<file path="config.mk">
export PLATFORM = sky130hd
export DESIGN_NAME = mod_74x161_counter
export DESIGN_NICKNAME = d
export VERILOG_FILES = /design/src/rtl/mod_74x161_counter_pkg.sv /design/src/rtl/mod_74x161_slice.sv /design/src/rtl/mod_74x161_counter.sv
export SDC_FILE = /design/constraint.sdc
export NUM_CORES = 1
export LEC_CHECK = 0
export BUFFER_PORTS_ARGS = -buffer_cell sky130_fd_sc_hd__buf_2
export CAP_MARGIN = 20
export CORE_AREA = 2 2 39 41
export CTS_BUF_LIST = sky130_fd_sc_hd__clkbuf_16
export CTS_CLUSTER_DIAMETER = 120
export CTS_CLUSTER_SIZE = 14
export DETAILED_ROUTE_END_ITERATION = 7
export DIE_AREA = 0 0 41 43
export GPL_ROUTABILITY_DRIVEN = 1
export PLACE_DENSITY = 0.37
export SETUP_SLACK_MARGIN = 0.02
export SYNTH_ARGS = -nofsm -noshare
export SYNTH_HDL_FRONTEND = slang
export SYNTH_SLANG_ARGS = --single-unit
</file>
<file path="constraint.sdc">
create_clock -name CLK -period 3.2 [get_ports CLK]
set_clock_uncertainty 0.2 [all_clocks]
set_input_delay 0.16 -clock CLK [delete_from_list [all_inputs] [get_ports CLK]]
set_output_delay 0.16 -clock CLK [all_outputs]
set_load 0.1 [all_outputs]
</file>
<file path="src/rtl/mod_74x161_counter_pkg.sv">
// Shared constants for the 74x161 counter slice and its cascade wrapper.
//   SLICE_W     : width of one 74x161 slice (4 bits)
//   TERM_COUNT  : all-ones terminal count of one slice
//   TPD_DEFAULT : default output propagation delay (timing build only)
package mod_74x161_counter_pkg;

  localparam int unsigned SLICE_W     = 4;
  localparam logic [SLICE_W-1:0] TERM_COUNT = '1;
  localparam int unsigned TPD_DEFAULT = 1;

endpackage : mod_74x161_counter_pkg

</file>
<file path="src/rtl/mod_74x161_slice.sv">
// One 4-bit 74x161 slice: synchronous load/count, asynchronous clear.
// Ports:
//   CLK    in  1  rising-edge clock
//   CLR_N  in  1  asynchronous clear, active-low
//   LOAD_N in  1  synchronous parallel load, active-low (beats count)
//   ENP    in  1  count enable P
//   ENT    in  1  count enable T, also gates RCO
//   D      in  4  parallel load data
//   Q      out 4  counter value
//   RCO    out 1  ripple carry out = ENT & (Q == 4'hF), combinational
// Optional feature macro: MOD_74X161_TIMING_EN adds #TPD inertial delay on Q and RCO.
module mod_74x161_slice
  import mod_74x161_counter_pkg::*;
#(
  parameter int unsigned TPD = TPD_DEFAULT
) (
  input  logic               CLK,
  input  logic               CLR_N,
  input  logic               LOAD_N,
  input  logic               ENP,
  input  logic               ENT,
  input  logic [SLICE_W-1:0] D,
  output logic [SLICE_W-1:0] Q,
  output logic               RCO
);

  logic [SLICE_W-1:0] q_r;
  logic [SLICE_W-1:0] q_nxt;
  logic               ctl_x;
  logic               rco_c;

  // Next-state: load beats count, otherwise hold.
  always_comb begin
    q_nxt = q_r;
    // Zero for known controls; X in 4-state simulation when any control is X/Z,
    // so an unknown control corrupts Q instead of silently picking a branch.
    ctl_x = (LOAD_N ^ LOAD_N) | (ENP ^ ENP) | (ENT ^ ENT);
    if (!LOAD_N) begin
      q_nxt = D;
    end else if (ENP & ENT) begin
      q_nxt = q_r + SLICE_W'(1);
    end
    q_nxt = q_nxt ^ {SLICE_W{ctl_x}};
  end

  // Counter register with asynchronous clear.
  always_ff @(posedge CLK or negedge CLR_N) begin
    if (!CLR_N) begin
      q_r <= '0;
    end else begin
      q_r <= q_nxt;
    end
  end

  // Terminal-count carry, independent of ENP/LOAD_N/CLK.
  assign rco_c = ENT & (q_r == TERM_COUNT);

`ifdef MOD_74X161_TIMING_EN
  assign #(TPD) Q   = q_r;
  assign #(TPD) RCO = rco_c;
`else
  logic unused_tpd;
  assign unused_tpd = |32'(TPD);
  assign Q   = q_r;
  assign RCO = rco_c;
`endif

endmodule : mod_74x161_slice

</file>
<file path="src/rtl/mod_74x161_counter.sv">
// Presettable binary counter built from SLICES cascaded 74x161 slices.
// Ports:
//   CLK    in  1  rising-edge clock (shared by all slices)
//   CLR_N  in  1  asynchronous clear, active-low (shared)
//   LOAD_N in  1  synchronous parallel load, active-low (shared)
//   ENP    in  1  count enable P (shared, not propagated to RCO)
//   ENT    in  1  count enable T into slice 0
//   D      in  W  parallel load data, bit 0 = LSB, W = 4*SLICES
//   Q      out W  counter value
//   RCO    out 1  ripple carry of the most significant slice
// Optional feature macro: MOD_74X161_TIMING_EN (per-slice #TPD output delay).
module mod_74x161_counter
  import mod_74x161_counter_pkg::*;
#(
  parameter int unsigned SLICES = 1,
  parameter int unsigned TPD    = TPD_DEFAULT
) (
  input  logic                        CLK,
  input  logic                        CLR_N,
  input  logic                        LOAD_N,
  input  logic                        ENP,
  input  logic                        ENT,
  input  logic [SLICE_W*SLICES-1:0]   D,
  output logic [SLICE_W*SLICES-1:0]   Q,
  output logic                        RCO
);

  localparam int unsigned W = SLICE_W * SLICES;

  // ent_chain[i] is ENT of slice i; ent_chain[i+1] is its RCO.
  logic [SLICES:0] ent_chain;

  assign ent_chain[0] = ENT;

  // Datasheet cascade: each slice counts only when all lower slices are at terminal count.
  for (genvar i = 0; i < SLICES; i++) begin : g_slice
    mod_74x161_slice #(
      .TPD (TPD)
    ) u_slice (
      .CLK    (CLK),
      .CLR_N  (CLR_N),
      .LOAD_N (LOAD_N),
      .ENP    (ENP),
      .ENT    (ent_chain[i]),
      .D      (D[i*SLICE_W +: SLICE_W]),
      .Q      (Q[i*SLICE_W +: SLICE_W]),
      .RCO    (ent_chain[i+1])
    );
  end

  assign RCO = ent_chain[SLICES];

  logic unused_w;
  assign unused_w = |32'(W);

endmodule : mod_74x161_counter

</file>
==> summary.md, run 1 <==
| Metric | Value |
|---|---|
| Outcome | complete, no violations |
| Die width | 41 um |
| Post-synth top cells | 4 x dfrtp_1, 4 x nor2_1, 3 x a21oi_1 |
| P per Cell Area | 811 mW/mm^2 |
| Register area | 100 sq um |
| Sw Share | 0.311 |
| DRC viols | 0 |
| NumNets Final | 55 |
| First-pass GRT wire length | 897 um |
| Largest net degree at the start of global routing | 9 |
| H-Tree Depth | 1 |
| Remaining global-route overflow | 0 |
| CTS tree | built |
| Hold EP | g_slice[0].u_slice.Q[2]$_DFFE_PN0P_ |
| Pre-CTS WS | 1.67 ns |
| Setup Viol. Count Final | 0 |
| Layout cell share with drive strength beyond 1 | 0.419 |
| Post-Syn Area per Cell | 9.47 sq um |
| Clock transition at path regs | 0.03 ns |
| Ranking of synthesized cells by area | dfrtp_1 46%, xor2_1 8.0%, a21oi_1 6.9%, nor2_1 6.9%, ha_1 5.7% |
| CP max FO | 4 |
| CP endpoint kind | primary output |
| Register-to-Register Setup Slack | 1.94 ns |
| HP Class | primary input to register |
| Ys Warns | 0 |
| RSZ-0062 raised after global routing | no |
| Rows | 14 |
| Worst vdd ir | 0.285 mV |
| Syn nets | 33 |
| Bufs on Longest Clock Path | 2 |
| CTS buffer count | 3 |
| Netlist cell types | 13 |
| Die ar. | 0.00176 sq mm |
| Largest register FFs | 4 |
| Area grow syn2layout | 94.8% |
| Initial antenna violation count | 0 |
| CP required | 2.84 ns |
| Final wirelength | 570 um |
| Final RePlAce weighted congestion | 0.666 |
| Multi-input gate area | 114 sq um |
| CTS Root Buffer Type | clkbuf_16 |
| Rel. slew slack | 0.677 |
| Lkg Pwr | 0.199 nW |
| Final min period | 1.76 ns |
| Cell-internal power | 0.000237 W |
| ANT cells | 0 |
| R2r worst-path depth | 4 |
| Initial Utilization | 0.157 |
| Mapped cell area | 218 sq um |
| WL/cell | 9.66 um |
| Yosys reg bits | 4 |
| Total power | 0.000344 W |
| Clock sink count | 4 |
| Vias in the first global route | 229 |
| Worst endpoint data arrival time | 1.40 ns |
| Filler cell count | 153 |
| Placed Area | 299 sq um |
| Clock power share | 0.569 |
| DR vias | 255 |
| CP Class | register to primary output |
| Post-synth top area cell | dfrtp_1 |
| GRT Util Overall | 0.0884 |
| Logic pwr share | 0.247 |
| CP startpoint kind | register |
| Hold path startpoint | LOAD_N |
| Register area share after synthesis | 0.460 |
| Reg2reg start | g_slice[0].u_slice.Q[0]$_DFFE_PN0P_ |
| Final worst path period share | 0.551 |
| Post-DRT Antenna Nets | 0 |
| Worst hold path depth | 2 |
| Core Area | 0.00138 sq mm |
| Setup TNS | 0 ns |
| Worst Setup Slack, final | 1.44 ns |
| Sequential share of power | 0.184 |
| Post-synth EDFFs | 0 |
| # IOs | 14 |
| Measured slew at the worst slew-check pin | 0.488 ns |
| Design area | 424 sq um |
| Top-area cell type share of the netlist area | 0.460 |
| Final Hold Viols | 0 |
| Setup Fix Bufs, Post-CTS | 0 |
| Pre-antenna DRT Iters | 4 |
| Psw | 0.000107 W |
| Synth async-reset ratio | 1.00 |
| Worst-skew pair later-pin latency | 0.22 ns |
| Cell count after synthesis | 23 |
| Via/cell ratio | 4.32 |
| Max_cap viols | 0 |
| Die Ht | 43 um |
| Dominant synthesized flop cell | dfrtp_1 |
| IO buf count | 13 |
| Initial DRC count | 2 |
| Slew Limit Fails | 0 |
| R2R Path End | g_slice[0].u_slice.Q[2]$_DFFE_PN0P_ |
| Max Fclk | 567 MHz |
critical path, cell delays in order (launching register included):
cell and delay [ns]:
dfrtp_1 0.39, ha_1 0.18, and4_2 0.19, buf_2 0.42
cells in the final DEF (no fill, tap or decap):
cell	instances
a21oi_1	3
a31oi_1	1
and4_2	1
buf_2	13
clkbuf_16	3
dfrtp_1	4
dlygate4sd3_1	5
ha_1	1
mux2i_1	1
nand2_2	1
nand3_1	2
nor2_1	4
o21ai_0	1
or3_1	1
xor2_1	2
area by class of cell:
type                    count  share of cell area
multi-input cells          18               0.268
repair buffers             18               0.271
clock buffers               3               0.177
well taps                  16              0.0472
flip-flops and latches      4               0.236
power by group through the flow:
stage / logic, W / registers, W / clock network [W]
after floorplan: 0.0000204 / 0.000107 / 0
after global placement: 0.0000806 / 0.0000634 / 0
after detailed placement: 0.0000810 / 0.0000639 / 0
after CTS: 0.0000858 / 0.0000633 / 0.000199
after global routing: 0.0000910 / 0.0000642 / 0.000202
final: 0.0000851 / 0.0000633 / 0.000196
logic make-up (layout without fill, tap and decap cells):
family                     Yosys count  count (layout)  share of synthesized area
muxes                                1               1                     0.0460
buffers and inverters                1              21                     0.0172
adders and majority gates            1               1                     0.0575
xor gates and xnor gates             2               2                     0.0805
AOI/OAI and AO/OA                    5               5                      0.121
DFF                                  4               4                      0.460
and+or+nand+nor                      9               9                      0.218
timing repair:
item	CTS	global route
hold buffers	5	0
gates resized for setup	0	0
hold endpoints to repair	8	0
through the flow:
step                      hold slack (ns)   util  instances
after floorplan                    -0.336      -         23
after global placement             -0.225  0.216         51
after detailed placement           -0.228  0.216         51
after CTS                          0.0192  0.307         59
after global routing               0.0323  0.307         59
final                              0.0145  0.307         59
worst max-delay path by stage:
stage | slack (ns) | to | start | cells after the start
3_5_place_dp | 1.67 | RCO | g_slice[0].u_slice.Q[0]$_DFFE_PN0P_ | 3
4_1_cts | 1.44 | RCO | g_slice[0].u_slice.Q[0]$_DFFE_PN0P_ | 3
6_report | 1.44 | RCO | g_slice[0].u_slice.Q[0]$_DFFE_PN0P_ | 3
2_1_floorplan | 1.05 | RCO | g_slice[0].u_slice.Q[0]$_DFFE_PN0P_ | 2
5_1_grt | 1.36 | RCO | g_slice[0].u_slice.Q[0]$_DFFE_PN0P_ | 3
3_3_place_gp | 1.70 | RCO | g_slice[0].u_slice.Q[1]$_DFFE_PN0P_ | 3
per-layer routing:
layer	wire length, um	vias to the layer above	share of wire	global-route usage
met5	0	-	0	0
met4	9	0	0.016	0.0600
met3	73	3	0.13	0.0942
met2	257	11	0.45	0.119
met1	230	117	0.40	0.0742
li1	-	124	-	-
No activity file was read; power rests on OpenSTA's default activity.
==> run 2, diff against run 1 <==
PLACE_DENSITY = 0.38   (was 0.37)
clock period = 1.5 ns   (was 3.2 ns; I/O delays follow)
==> run 2 against run 1 <==
Net effect:
- wire length increased by 15%
- flip-flop and latch count unchanged
- largest power group unchanged
- highest routed layer unchanged
- final cell count increased by 6.8%
- critical endpoint unchanged
==> summary.md, run 2 (synthesis gave the netlist of run 1 again) <==
| Metric | Value |
|---|---|
| Design area | 500 sq um (was 424 sq um) |
| Pre-CTS WS | 0.177 ns (was 1.67 ns) |
| Die width | 41 um (unchanged) |
| First-pass GRT wire length | 1020 um (was 897 um) |
| Logic pwr share | 0.269 (was 0.247) |
| Die ar. | 0.00176 sq mm (unchanged) |
| Setup Viol. Count Final | 0 (unchanged) |
| Hold EP | g_slice[0].u_slice.Q[3]$_DFFE_PN0P_ (was g_slice[0].u_slice.Q[2]$_DFFE_PN0P_) |
| Initial Utilization | 0.157 (unchanged) |
| Core Util, Final | 0.362 (was 0.307) |
| Pre-antenna DRT Iters | 4 (unchanged) |
| CTS Root Buffer Type | clkbuf_16 (unchanged) |
| Via/cell ratio | 4.32 (about the same) |
| WL/cell | 10.4 um (was 9.66 um) |
| Area grow syn2layout | 130% (was 94.8%) |
| Rel. slew slack | 0.678 (was 0.677) |
| Final wirelength | 653 um (was 570 um) |
| Final Non-Filler Cells | 63 (was 59) |
| Commonest non-fill, non-tap cell in the layout | buf_2 (unchanged) |
| CTS tree | built (unchanged) |
| Reg2reg start | g_slice[0].u_slice.Q[0]$_DFFE_PN0P_ (unchanged) |
| R2r worst-path depth | 4 (unchanged) |
| Worst Setup Slack, final | 0.0339 ns (was 1.44 ns) |
| Clock power share | 0.543 (was 0.569) |
| R2R Path End | g_slice[0].u_slice.Q[3]$_DFFE_PN0P_ (was g_slice[0].u_slice.Q[2]$_DFFE_PN0P_) |
| Vias in the first global route | 258 (was 229) |
| Lkg Pwr | 0.218 nW (was 0.199 nW) |
| Measured slew at the worst slew-check pin | 0.487 ns (was 0.488 ns) |
| Cell-internal power | 0.000533 W (was 0.000237 W) |
| ANT cells | 0 (unchanged) |
| Largest net degree at the start of global routing | 9 (unchanged) |
| Max Fclk | 682 MHz |
| Placed Area | 328 sq um (was 299 sq um) |
| Final Hold Viols | 0 (unchanged) |
| CP Class | register to primary output (unchanged) |
| Initial antenna violation count | 0 (unchanged) |
| H-Tree Depth | 1 (unchanged) |
| Hold path startpoint | ENP (was LOAD_N) |
| CP max FO | 4 (unchanged) |
| Die Ht | 43 um (unchanged) |
| Worst-skew pair later-pin latency | 0.22 ns (about the same) |
| # IOs | 14 (unchanged) |
| RSZ-0062 raised after global routing | yes (was no) |
| Fin Hold WS | 0.0836 ns (was 0.0145 ns) |
| Initial DRC count | 2 (unchanged) |
| Sequential share of power | 0.188 (was 0.184) |
| Max_cap viols | 0 (unchanged) |
| Slew Limit Fails | 0 (unchanged) |
| Post-DRT Antenna Nets | 0 (unchanged) |
| CP startpoint kind | register (unchanged) |
| CP required | 1.22 ns (was 2.84 ns) |
| Final RePlAce weighted congestion | 0.667 (was 0.666) |
| DR vias | 272 (was 255) |
| Register-to-Register Setup Slack | 0.14 ns (was 1.94 ns) |
| Bufs on Longest Clock Path | 2 (unchanged) |
| HP Class | primary input to register (unchanged) |
| Psw | 0.000234 W (was 0.000107 W) |
| IO buf count | 13 (unchanged) |
| Remaining global-route overflow | 0 (unchanged) |
| Clock transition at path regs | 0.03 ns (about the same) |
| Rows | 14 (unchanged) |
| Sw Share | 0.305 (was 0.311) |
| Outcome | complete, no violations (unchanged) |
| GRT Util Overall | 0.104 (was 0.0884) |
| Layout cell share with drive strength beyond 1 | 0.532 (was 0.419) |
| CP endpoint kind | primary output (unchanged) |
| Worst endpoint data arrival time | 1.19 ns (was 1.40 ns) |
| Worst hold path depth | 4 (was 2) |
| Most frequent cells in the layout | 12 x buf_2, 7 x dlygate4sd3_1, 4 x nor2_1 (was 13 x buf_2, 5 x dlygate4sd3_1, 4 x nor2_1, 4 x dfrtp_1) |
| CTS buffer count | 3 (unchanged) |
| Final worst path period share | 0.977 |
| Core Area | 0.00138 sq mm (unchanged) |
| Clock sink count | 4 (unchanged) |
| P per Cell Area | 1530 mW/mm^2 (was 811 mW/mm^2) |
| Largest register FFs | 4 (unchanged) |
| NumNets Final | 59 (was 55) |
| Worst vdd ir | 0.819 mV (was 0.285 mV) |
| Final min period | 1.47 ns |
| DRC viols | 0 (unchanged) |
| Placed cell count | 51 (unchanged) |
run 2: worst max-delay path by stage:
stage / cells past startpoint / slack [ns] / start / end
final: 3 / 0.03 / g_slice[0].u_slice.Q[1]$_DFFE_PN0P_ / RCO
after global routing: 3 / 0.01 / g_slice[0].u_slice.Q[1]$_DFFE_PN0P_ / RCO
after CTS: 3 / 0.03 / g_slice[0].u_slice.Q[1]$_DFFE_PN0P_ / RCO
after detailed placement: 4 / 0.18 / g_slice[0].u_slice.Q[0]$_DFFE_PN0P_ / g_slice[0].u_slice.Q[2]$_DFFE_PN0P_
after global placement: 4 / 0.19 / g_slice[0].u_slice.Q[0]$_DFFE_PN0P_ / g_slice[0].u_slice.Q[2]$_DFFE_PN0P_
after floorplan: 2 / -0.01 / g_slice[0].u_slice.Q[1]$_DFFE_PN0P_ / RCO
run 2: per-layer routing:
metal | part of all wire | track usage | wire length (um)
met2 | 0.52 | 0.144 | 340
met4 | 0.051 | 0.120 | 33
met3 | 0.12 | 0.0942 | 79
met1 | 0.31 | 0.0677 | 200
met5 | 0 | 0 | 0
run 2: timing repair:
| item | 4_1_cts | 5_1_grt |
|---|---|---|
| hold buffers | 7 | 0 |
| gates resized for setup | 2 | 0 |
| hold endpoints to repair | 8 | 0 |
| setup endpoints to repair | 1 | 1 |
| pin swaps | 0 | 0 |
| setup buffers | 2 | 0 |
run 2: through the flow:
| stage | total power, W | TNS (ns) |
|---|---|---|
| detailed placement | 0.000323 | 0 |
| global placement | 0.000322 | 0 |
| floorplan | 0.000282 | -0.0124 |
| finish | 0.000767 | 0 |
| CTS | 0.000774 | 0 |
| global route | 0.000799 | 0 |
run 2: worst max-delay path, stage by stage, from the launching register on:
cell     delay (ns)
dfrtp_4        0.49
ha_4           0.17
and4_4         0.15
buf_12         0.16
run 2: area by class of cell:
| cell class | count | area, sq um |
|---|---|---|
| clock buffers | 3 | 75.1 |
| fillers | 153 | 883 |
| multi-input cells | 18 | 128 |
| flip-flops and latches | 4 | 113 |
| well taps | 16 | 20.0 |
| repair buffers | 22 | 165 |
run 2: power groups by stage:
stage	Sequential (W)	Clock (W)	Combinational [W]
after CTS	0.000144	0.000423	0.000207
after floorplan	0.000237	0	0.0000447
after global routing	0.000146	0.000436	0.000217
final	0.000144	0.000416	0.000207
after detailed placement	0.000143	0	0.000179
after global placement	0.000143	0	0.000179
